### config.mk
export PLATFORM = sky130hd
export DESIGN_NAME = stash_uart_dump
export DESIGN_NICKNAME = d
export VERILOG_FILES = /design/src/rtl/stash_dump_pkg.sv /design/src/rtl/stash_uart_dump_baud_timer.sv /design/src/rtl/stash_uart_dump.sv
export SDC_FILE = /design/constraint.sdc
export NUM_CORES = 1
export LEC_CHECK = 0
export ABC_CLOCK_PERIOD_IN_PS = 1900
export BUFFER_PORTS_ARGS = -buffer_cell sky130_fd_sc_hd__buf_2
export CORE_ASPECT_RATIO = 1.5
export CORE_MARGIN = 1
export CORE_UTILIZATION = 50
export DETAILED_ROUTE_END_ITERATION = 7
export PLACE_DENSITY_LB_ADDON = 0.25
export SETUP_SLACK_MARGIN = 0.4
export SLEW_MARGIN = 20
export SYNTH_ARGS = -nofsm -noshare
export SYNTH_HDL_FRONTEND = slang
export SYNTH_SLANG_ARGS = --single-unit
### constraint.sdc
create_clock -name clk -period 1.9 [get_ports clk]
set_input_delay 0.38 -clock clk [delete_from_list [all_inputs] [get_ports clk]]
set_output_delay 0.38 -clock clk [all_outputs]
set_load 0.05 [all_outputs]
### src/rtl/stash_dump_pkg.sv
// stash_dump_pkg
// Shared definitions for the stash UART dump block: FSM state encoding and
// default parameter values.
//   state_t          : 3-bit FSM state encoding, also exposed on the debug port
//   DEFAULT_DEPTH    : default bytes per dump (must match the stash depth)
//   DEFAULT_BAUD_DIV : default clk cycles per UART bit (100 MHz / 115200)
package stash_dump_pkg;

    typedef enum logic [2:0] {
        ST_IDLE      = 3'd0,
        ST_CAPTURE   = 3'd1,
        ST_ADVANCE   = 3'd2,
        ST_START_BIT = 3'd3,
        ST_DATA      = 3'd4,
        ST_STOP      = 3'd5
    } state_t;

    localparam int DEFAULT_DEPTH    = 5;
    localparam int DEFAULT_BAUD_DIV = 868;

endpackage

### src/rtl/stash_uart_dump_baud_timer.sv
// baud_timer
// Free-running bit-period counter. Counts 0..BAUD_DIV-1 and wraps; tick_o is
// high on the last cycle of each bit period. clear_i restarts the count so the
// first period after it is a full BAUD_DIV cycles long.
// Ports:
//   clk     : clock
//   reset   : synchronous, active-high reset
//   clear_i : restart the bit period on the next edge
//   tick_o  : high in the last cycle of a bit period
module baud_timer
    import stash_dump_pkg::*;
#(
    parameter int BAUD_DIV = DEFAULT_BAUD_DIV
) (
    input  logic clk,
    input  logic reset,
    input  logic clear_i,
    output logic tick_o
);

    localparam int CNT_W = (BAUD_DIV > 1) ? $clog2(BAUD_DIV) : 1;
    localparam logic [CNT_W-1:0] LAST = CNT_W'(BAUD_DIV - 1);

    logic [CNT_W-1:0] cnt_q;

    always_ff @(posedge clk) begin
        if (reset || clear_i) begin
            cnt_q <= '0;
        end else if (cnt_q == LAST) begin
            cnt_q <= '0;
        end else begin
            cnt_q <= cnt_q + CNT_W'(1);
        end
    end

    assign tick_o = (cnt_q == LAST);

endmodule

### src/rtl/stash_uart_dump.sv
// stash_uart_dump
// Walks the sample stash once per start request and sends every byte as UART
// 8N1 (LSB first). For each byte: capture the exposed sample, pulse
// next_sample_o to advance the stash, then send start, 8 data and stop bits.
// A write into the stash during a dump lets the current frame finish and then
// aborts; a write seen in CAPTURE aborts before anything is sent.
// Ports:
//   clk, reset     : clock, synchronous active-high reset
//   start_i        : one-cycle dump request, honoured only in IDLE
//   sample_i       : stash sample_out, sampled only in CAPTURE
//   stash_write_i  : monitor of the stash write strobe
//   next_sample_o  : one-cycle stash advance pulse
//   tx_o           : UART line, idle high
//   busy_o         : high in every state except IDLE
//   done_o         : one-cycle pulse when a complete dump returns to IDLE
//   aborted_o      : one-cycle pulse when a dump is cut short
//   state_o        : current FSM state (debug)
module stash_uart_dump
    import stash_dump_pkg::*;
#(
    parameter int DEPTH    = DEFAULT_DEPTH,
    parameter int BAUD_DIV = DEFAULT_BAUD_DIV
) (
    input  logic       clk,
    input  logic       reset,
    input  logic       start_i,
    input  logic [7:0] sample_i,
    input  logic       stash_write_i,
    output logic       next_sample_o,
    output logic       tx_o,
    output logic       busy_o,
    output logic       done_o,
    output logic       aborted_o,
    output state_t     state_o
);

    localparam int CNT_W = $clog2(DEPTH + 1);
    localparam logic [CNT_W-1:0] LAST_CNT = CNT_W'(DEPTH);

    state_t           state_q;
    logic [CNT_W-1:0] byte_cnt_q;
    logic [CNT_W-1:0] byte_cnt_d;
    logic [2:0]       bit_cnt_q;
    logic [7:0]       shift_q;
    logic             abort_pending_q;
    logic             tx_q;
    logic             next_sample_q;
    logic             done_q;
    logic             aborted_q;
    logic             tick;
    logic             timer_clear;
    logic             write_in_frame;

    assign byte_cnt_d = byte_cnt_q + CNT_W'(1);

    // Clearing during ADVANCE makes the start bit the first full period.
    assign timer_clear = (state_q == ST_ADVANCE);

    // Writes while a frame is in flight are remembered, never acted on mid-frame.
    assign write_in_frame = stash_write_i &&
                            ((state_q == ST_ADVANCE) || (state_q == ST_START_BIT) ||
                             (state_q == ST_DATA)    || (state_q == ST_STOP));

    baud_timer #(
        .BAUD_DIV(BAUD_DIV)
    ) u_baud_timer (
        .clk    (clk),
        .reset  (reset),
        .clear_i(timer_clear),
        .tick_o (tick)
    );

    always_ff @(posedge clk) begin
        if (reset) begin
            state_q         <= ST_IDLE;
            byte_cnt_q      <= '0;
            bit_cnt_q       <= '0;
            shift_q         <= '0;
            abort_pending_q <= 1'b0;
            tx_q            <= 1'b1;
            next_sample_q   <= 1'b0;
            done_q          <= 1'b0;
            aborted_q       <= 1'b0;
        end else begin
            next_sample_q <= 1'b0;
            done_q        <= 1'b0;
            aborted_q     <= 1'b0;

            // Later assignments in the case below override this on IDLE entry.
            if (write_in_frame) begin
                abort_pending_q <= 1'b1;
            end

            case (state_q)
                ST_IDLE: begin
                    tx_q <= 1'b1;
                    if (start_i) begin
                        state_q         <= ST_CAPTURE;
                        byte_cnt_q      <= '0;
                        abort_pending_q <= 1'b0;
                    end
                end

                ST_CAPTURE: begin
                    if (abort_pending_q || stash_write_i) begin
                        state_q         <= ST_IDLE;
                        aborted_q       <= 1'b1;
                        abort_pending_q <= 1'b0;
                    end else begin
                        shift_q       <= sample_i;
                        next_sample_q <= 1'b1;
                        state_q       <= ST_ADVANCE;
                    end
                end

                ST_ADVANCE: begin
                    tx_q    <= 1'b0;
                    state_q <= ST_START_BIT;
                end

                ST_START_BIT: begin
                    if (tick) begin
                        tx_q      <= shift_q[0];
                        bit_cnt_q <= '0;
                        state_q   <= ST_DATA;
                    end
                end

                ST_DATA: begin
                    if (tick) begin
                        if (bit_cnt_q == 3'd7) begin
                            tx_q    <= 1'b1;
                            state_q <= ST_STOP;
                        end else begin
                            // Present the next bit now so tx follows shift_q[0].
                            shift_q   <= shift_q >> 1;
                            tx_q      <= shift_q[1];
                            bit_cnt_q <= bit_cnt_q + 3'd1;
                        end
                    end
                end

                ST_STOP: begin
                    if (tick) begin
                        byte_cnt_q <= byte_cnt_d;
                        if (byte_cnt_d == LAST_CNT) begin
                            // Completion wins over a write arriving on the last edge.
                            state_q         <= ST_IDLE;
                            done_q          <= 1'b1;
                            abort_pending_q <= 1'b0;
                        end else if (abort_pending_q || stash_write_i) begin
                            state_q         <= ST_IDLE;
                            aborted_q       <= 1'b1;
                            abort_pending_q <= 1'b0;
                        end else begin
                            state_q <= ST_CAPTURE;
                        end
                    end
                end

                default: begin
                    state_q <= ST_IDLE;
                    tx_q    <= 1'b1;
                end
            endcase
        end
    end

    assign next_sample_o = next_sample_q;
    assign tx_o          = tx_q;
    assign busy_o        = (state_q != ST_IDLE);
    assign done_o        = done_q;
    assign aborted_o     = aborted_q;
    assign state_o       = state_q;

endmodule
; After elaboration in Yosys (flattened, before gate mapping)
; Index checks and enable logic that the tools add are counted.
[classes]
addsub = 3
eq_ne = 15
mux = 36
bitwise = 4
n_reduce_logical = 20
[ops]
columns = operator, n
row1 = two-way mux 3 bit, 10
row2 = two-way mux 8 bit, 3
row3 = one-hot mux 3 bit (6 select lines), 1
row4 = one-hot mux 8 bit (2 select lines), 1
row5 = two-way mux 1 bit, 15
row6 = "== test 3 bit, second input constant", 4
row7 = "inequality test 2 bit, second input constant", 6
row8 = one-hot mux 3 bit (2 select lines), 2
row9 = "adder 10 x 1 -> 10 bit, second input constant", 1
row10 = "== test 10 bit, second input constant", 1
row11 = AND reduction 4 bit, 2
row12 = "adder 3 x 1 -> 3 bit, second input constant", 2
row13 = "== test 3 x 2 -> 1 bit, second input constant", 2
row14 = AND reduction 3 bit, 2
row15 = nonzero test 2 bit, 3
row16 = OR reduction 2 bit, 3
row17 = logical OR 1 bit, 5
row18 = AND reduction 5 bit, 1
row19 = inverter 1 bit, 4
row20 = one-hot mux 1 bit (4 select lines), 1
row21 = "== test 3 x 1 -> 1 bit, second input constant", 1
row22 = logical NOT 3 bit, 1
row23 = one-hot mux 1 bit (3 select lines), 1
row24 = nonzero test 3 bit, 1
row25 = other kinds (5), 5
[word_totals]
register_bits = 32
input_bits = 12
elab_cells = 88

; Logic depth before layout (Yosys ltp)
[depth]
word_depth = 10
depth_mapped = 7

; By module
; A second synthesis with hierarchy kept.
[hier_totals]
hier_cells = 183
area_unflattened_um2 = 1631.6
[modules_own_cells]
columns = module, n_inst, cells_each, area_per_inst_um2, seq_area_each_um2
row1 = stash_uart_dump, 1, 130, 1177.4, 440.4
row2 = baud_timer, 1, 53, 454.2, 200.2

; Least setup slack after synthesis
; No wires, ideal clock.
[synth_timing]
kind = register to output
from = register state_q[1] (netlist: state_o[1])
to = output port busy_o
arrival_time_ps = 1630
required_time_ps = 1520
slack_ps = -110
path_stages_with_launch = 4
path_buffers = 2
path_cell_list = dfxtp_1 -> buf_2 -> buf_1 -> or3_1
[synth_via]
elab_chain_cells = 1
[synth_rtl]
columns = item, line
row1 = start: declaration, stash_uart_dump.sv:40  ; state_t state_q;
row2 = start signal: assignment, stash_uart_dump.sv:75  ; state_q <= ST_IDLE;
row3 = start signal: assignment, stash_uart_dump.sv:98  ; state_q <= ST_CAPTURE;
row4 = start signal: assignment, stash_uart_dump.sv:106  ; state_q <= ST_IDLE;
row5 = nonzero test 3 bit, stash_uart_dump.sv:171  ; assign busy_o = (state_q != ST_IDLE);
row6 = end: declaration, stash_uart_dump.sv:31  ; output logic busy_o,
; No other way between the ends.

; Final worst setup path
[layout_timing]
from = register bit_cnt_q[1]
to = register shift_q[0]
[layout_via]
elab_chain_cells = 3
[layout_rtl]
columns = item, line
row1 = start: declaration, stash_uart_dump.sv:43  ; logic [2:0] bit_cnt_q;
row2 = start signal: assignment, stash_uart_dump.sv:138  ; bit_cnt_q <= bit_cnt_q + 3'd1;
row3 = == test 3 bit, stash_uart_dump.sv:131  ; if (bit_cnt_q == 3'd7) begin
row4 = inequality test 2 bit (no line), n/a
row5 = AND reduction 4 bit (no line), n/a
row6 = end signal: assignment, stash_uart_dump.sv:110  ; shift_q <= sample_i;
row7 = end signal: assignment, stash_uart_dump.sv:136  ; shift_q <= shift_q >> 1;
row8 = end: declaration, stash_uart_dump.sv:44  ; logic [7:0] shift_q;
; No other way between the ends.
; A chain may end at the register's enable or synchronous reset.

==> run metrics <==
Remaining DRCs 0; Max Fclk 0.563 GHz; H-tree depth 2; clock sink count 32; CORE AREA about 3200 um2; synth cell count leaders dfxtp_1 (32), nor2_1 (17), nand2_1 (16); io pins 20; worst skew pair latency about 0.29 ns; Initial Utilization 52.2%; GRT overflow 0; Mapped Cells 194; critical path type reg -> reg; Syn Nets 211; drt first pass iters 4; CTS tree yes; P_leak 0.000875 uW; cell accounting for the most synthesized area dfxtp_1; HP Class in -> reg; drt wl/cell 16.2 um; critical path arrival roughly 1.9 ns; largest net degree at the start of global routing 28; Flop pwr share about half; critical path fanouts, max 8; Comb pwr share 15.4%; PortBufs 19; unique cell type count in the Yosys netlist 45; Die Wd 48.9 um; synthesized flop and latch total 32; vias in the first global route 1,606; DRT iter0 DRCs 72; final WL 4680 um; Setup TNS 0 ns; Max Root-Sink Buffers 2; part of the power in the clock network 34.5%; part of the cycle the worst path needs between 90% and 100%; Hold-fix buffers, CTS 0; first-pass GRT wire length approximately 7300 um; Critical Path Start Type register; synthesized area per cell between 8 and 9 um2; RSZ-0062 raised after global routing true; required time of the critical path around 2.1 ns; initial antenna violation count 0; most frequent cell after synthesis dfxtp_1; # rows 25; gpl congestion 0.765; Final Hold Fails 0; DR vias about 1,700; Syn-to-layout area delta 43.1%; Power Density 612 nW/um2; Die Span Y 72.3 um; ANT cells 0; post-DP HPWL 2650 um; Worst Max-Slew Pin Slew ~0.51 ns; Setup violations, final 0; Vias per Instance 5.80; minimum hold slack 0.430 ns; post-route minimum period 1.78 ns; YS warnings 0; internal power roughly 1000 uW; Nets 264; Main synth FF type dfxtp_1; max cap viols 0; ys async rst share 0%; outcome complete, no violations; Yosys top cell area share 38.9%; Worst slew margin 65.7%; Sw Share 27.5%; Final Max Tran Viols 0; Worst Skew 0.00742 ns; Die ar. 3530 um2; EDFF count, synth 0; CTS root buf clkbuf_8; Sw Pwr 397 uW; CTS clock-pin slew for the worst setup and hold paths 0.07 ns; Peak supply drop 0.663 mV; total CTS buffers 5; share of cells above drive strength 1 between 40% and 50%; total track usage 27.6%; Final ANT Viol Nets 0; Seq/Total Area, Yosys between 30% and 40%; critical path capture point type register; synthesized area 1650 um2; top post-synthesis cells by area dfxtp_1 (39%), nor2b_1 (4.6%), nor2_1 (3.9%), ha_1 (3.8%), a221oi_1 (3.7%)
[through the flow]
step	total power, uW	cells	worst slack, ns	utilization, %	cell area (um2)
global route	1500	288	0.0620	74.7	2360
floorplan	853	194	0.169	-	1760
global placement	885	246	0.173	58.9	1860
finish	1440	288	0.125	74.7	2360
detailed placement	890	246	0.123	58.9	1860
CTS	1410	276	0.144	70.1	2210
[cells in the final DEF (no fill, tap or decap), types with 3 or more instances in the layout]
cell	instances
clkbuf_8	5
nor2_2	4
nand4_1	4
buf_6	6
xnor2_1	6
a221oi_2	7
nand2_1	15
nor3_1	5
a311oi_1	5
nor2b_1	12
buf_4	33
dfxtp_2	4
dfxtp_1	25
buf_2	17
a21oi_1	10
ha_4	3
nand3_1	5
inv_1	11
nor2_1	13
dfxtp_4	3
[flip-flops by register name, indices dropped and copies added (netlist names)]
name / count
state_o: 3
tx_o: 1
byte_cnt_q: 3
done_o: 1
shift_q: 8
abort_pending_q: 1
aborted_o: 1
next_sample_o: 1
bit_cnt_q: 3
u_baud_timer.cnt_q: 10
[metal layers]
metal / global-route usage (%) / part of all wire (%)
met1: 27.2 / 38
met2: 52.5 / 56
met3: 7.55 / 3.3
met4: 13.4 / 3.0
met5: 0 / 0
[repair_timing]
| action | in CTS | in global routing |
|---|---|---|
| buffers inserted | 22 | 12 |
| resized for setup | 28 | 14 |
| pin swaps | 19 | 15 |
| endpoints found under the setup margin | 33 | 23 |
[power groups by stage]
stage / clock (uW) / sequential, uW / combinational, uW
after global routing: 531 / 725 / 239
after CTS: 495 / 721 / 197
after detailed placement: 0 / 740 / 150
after global placement: 0 / 739 / 146
after floorplan: 0 / 747 / 106
final: 499 / 723 / 222
[area by class of cell]
| class | instances | area (um2) |
|---|---|---|
| multi-input cells | 139 | 1110 |
| repair buffers | 58 | 423 |
| fillers | 224 | 801 |
| clock buffers | 7 | 76.3 |
| well taps | 40 | 50.0 |
| inverters | 11 | 41.3 |
| clock inverters | 1 | 3.75 |
| flip-flops and latches | 32 | 657 |
[final timing paths]
check	startpoint	slack, ns	endpoint	depth (start not counted)
worst max-delay path	bit_cnt_q[1]	0.12	shift_q[0]	8
worst min-delay path	sample_i[7]	0.43	shift_q[7]	3
worst max register to register	bit_cnt_q[1]	0.12	shift_q[0]	8
worst min register to register	shift_q[7]	0.49	shift_q[7]	2
[worst max-delay path: stages (launching register included)]
cell,delay (ns)
dfxtp_2,0.34
ha_4,0.16
ha_4,0.16
nor4b_4,0.22
nand4_1,0.14
buf_6,0.18
buf_4,0.13
a221oi_2,0.24
a311oi_2,0.06
[cells by family (layout without fill, tap and decap cells)]
family	Yosys count	in the layout	share of synthesized area (%)
fa+ha+maj	5	5	3.80
xor+xnor	8	8	4.25
simple gates	86	86	29.2
compound gates	40	40	17.8
buf+inv	23	77	6.00
flops	32	32	38.9
No activity file was read; power rests on OpenSTA's default activity.
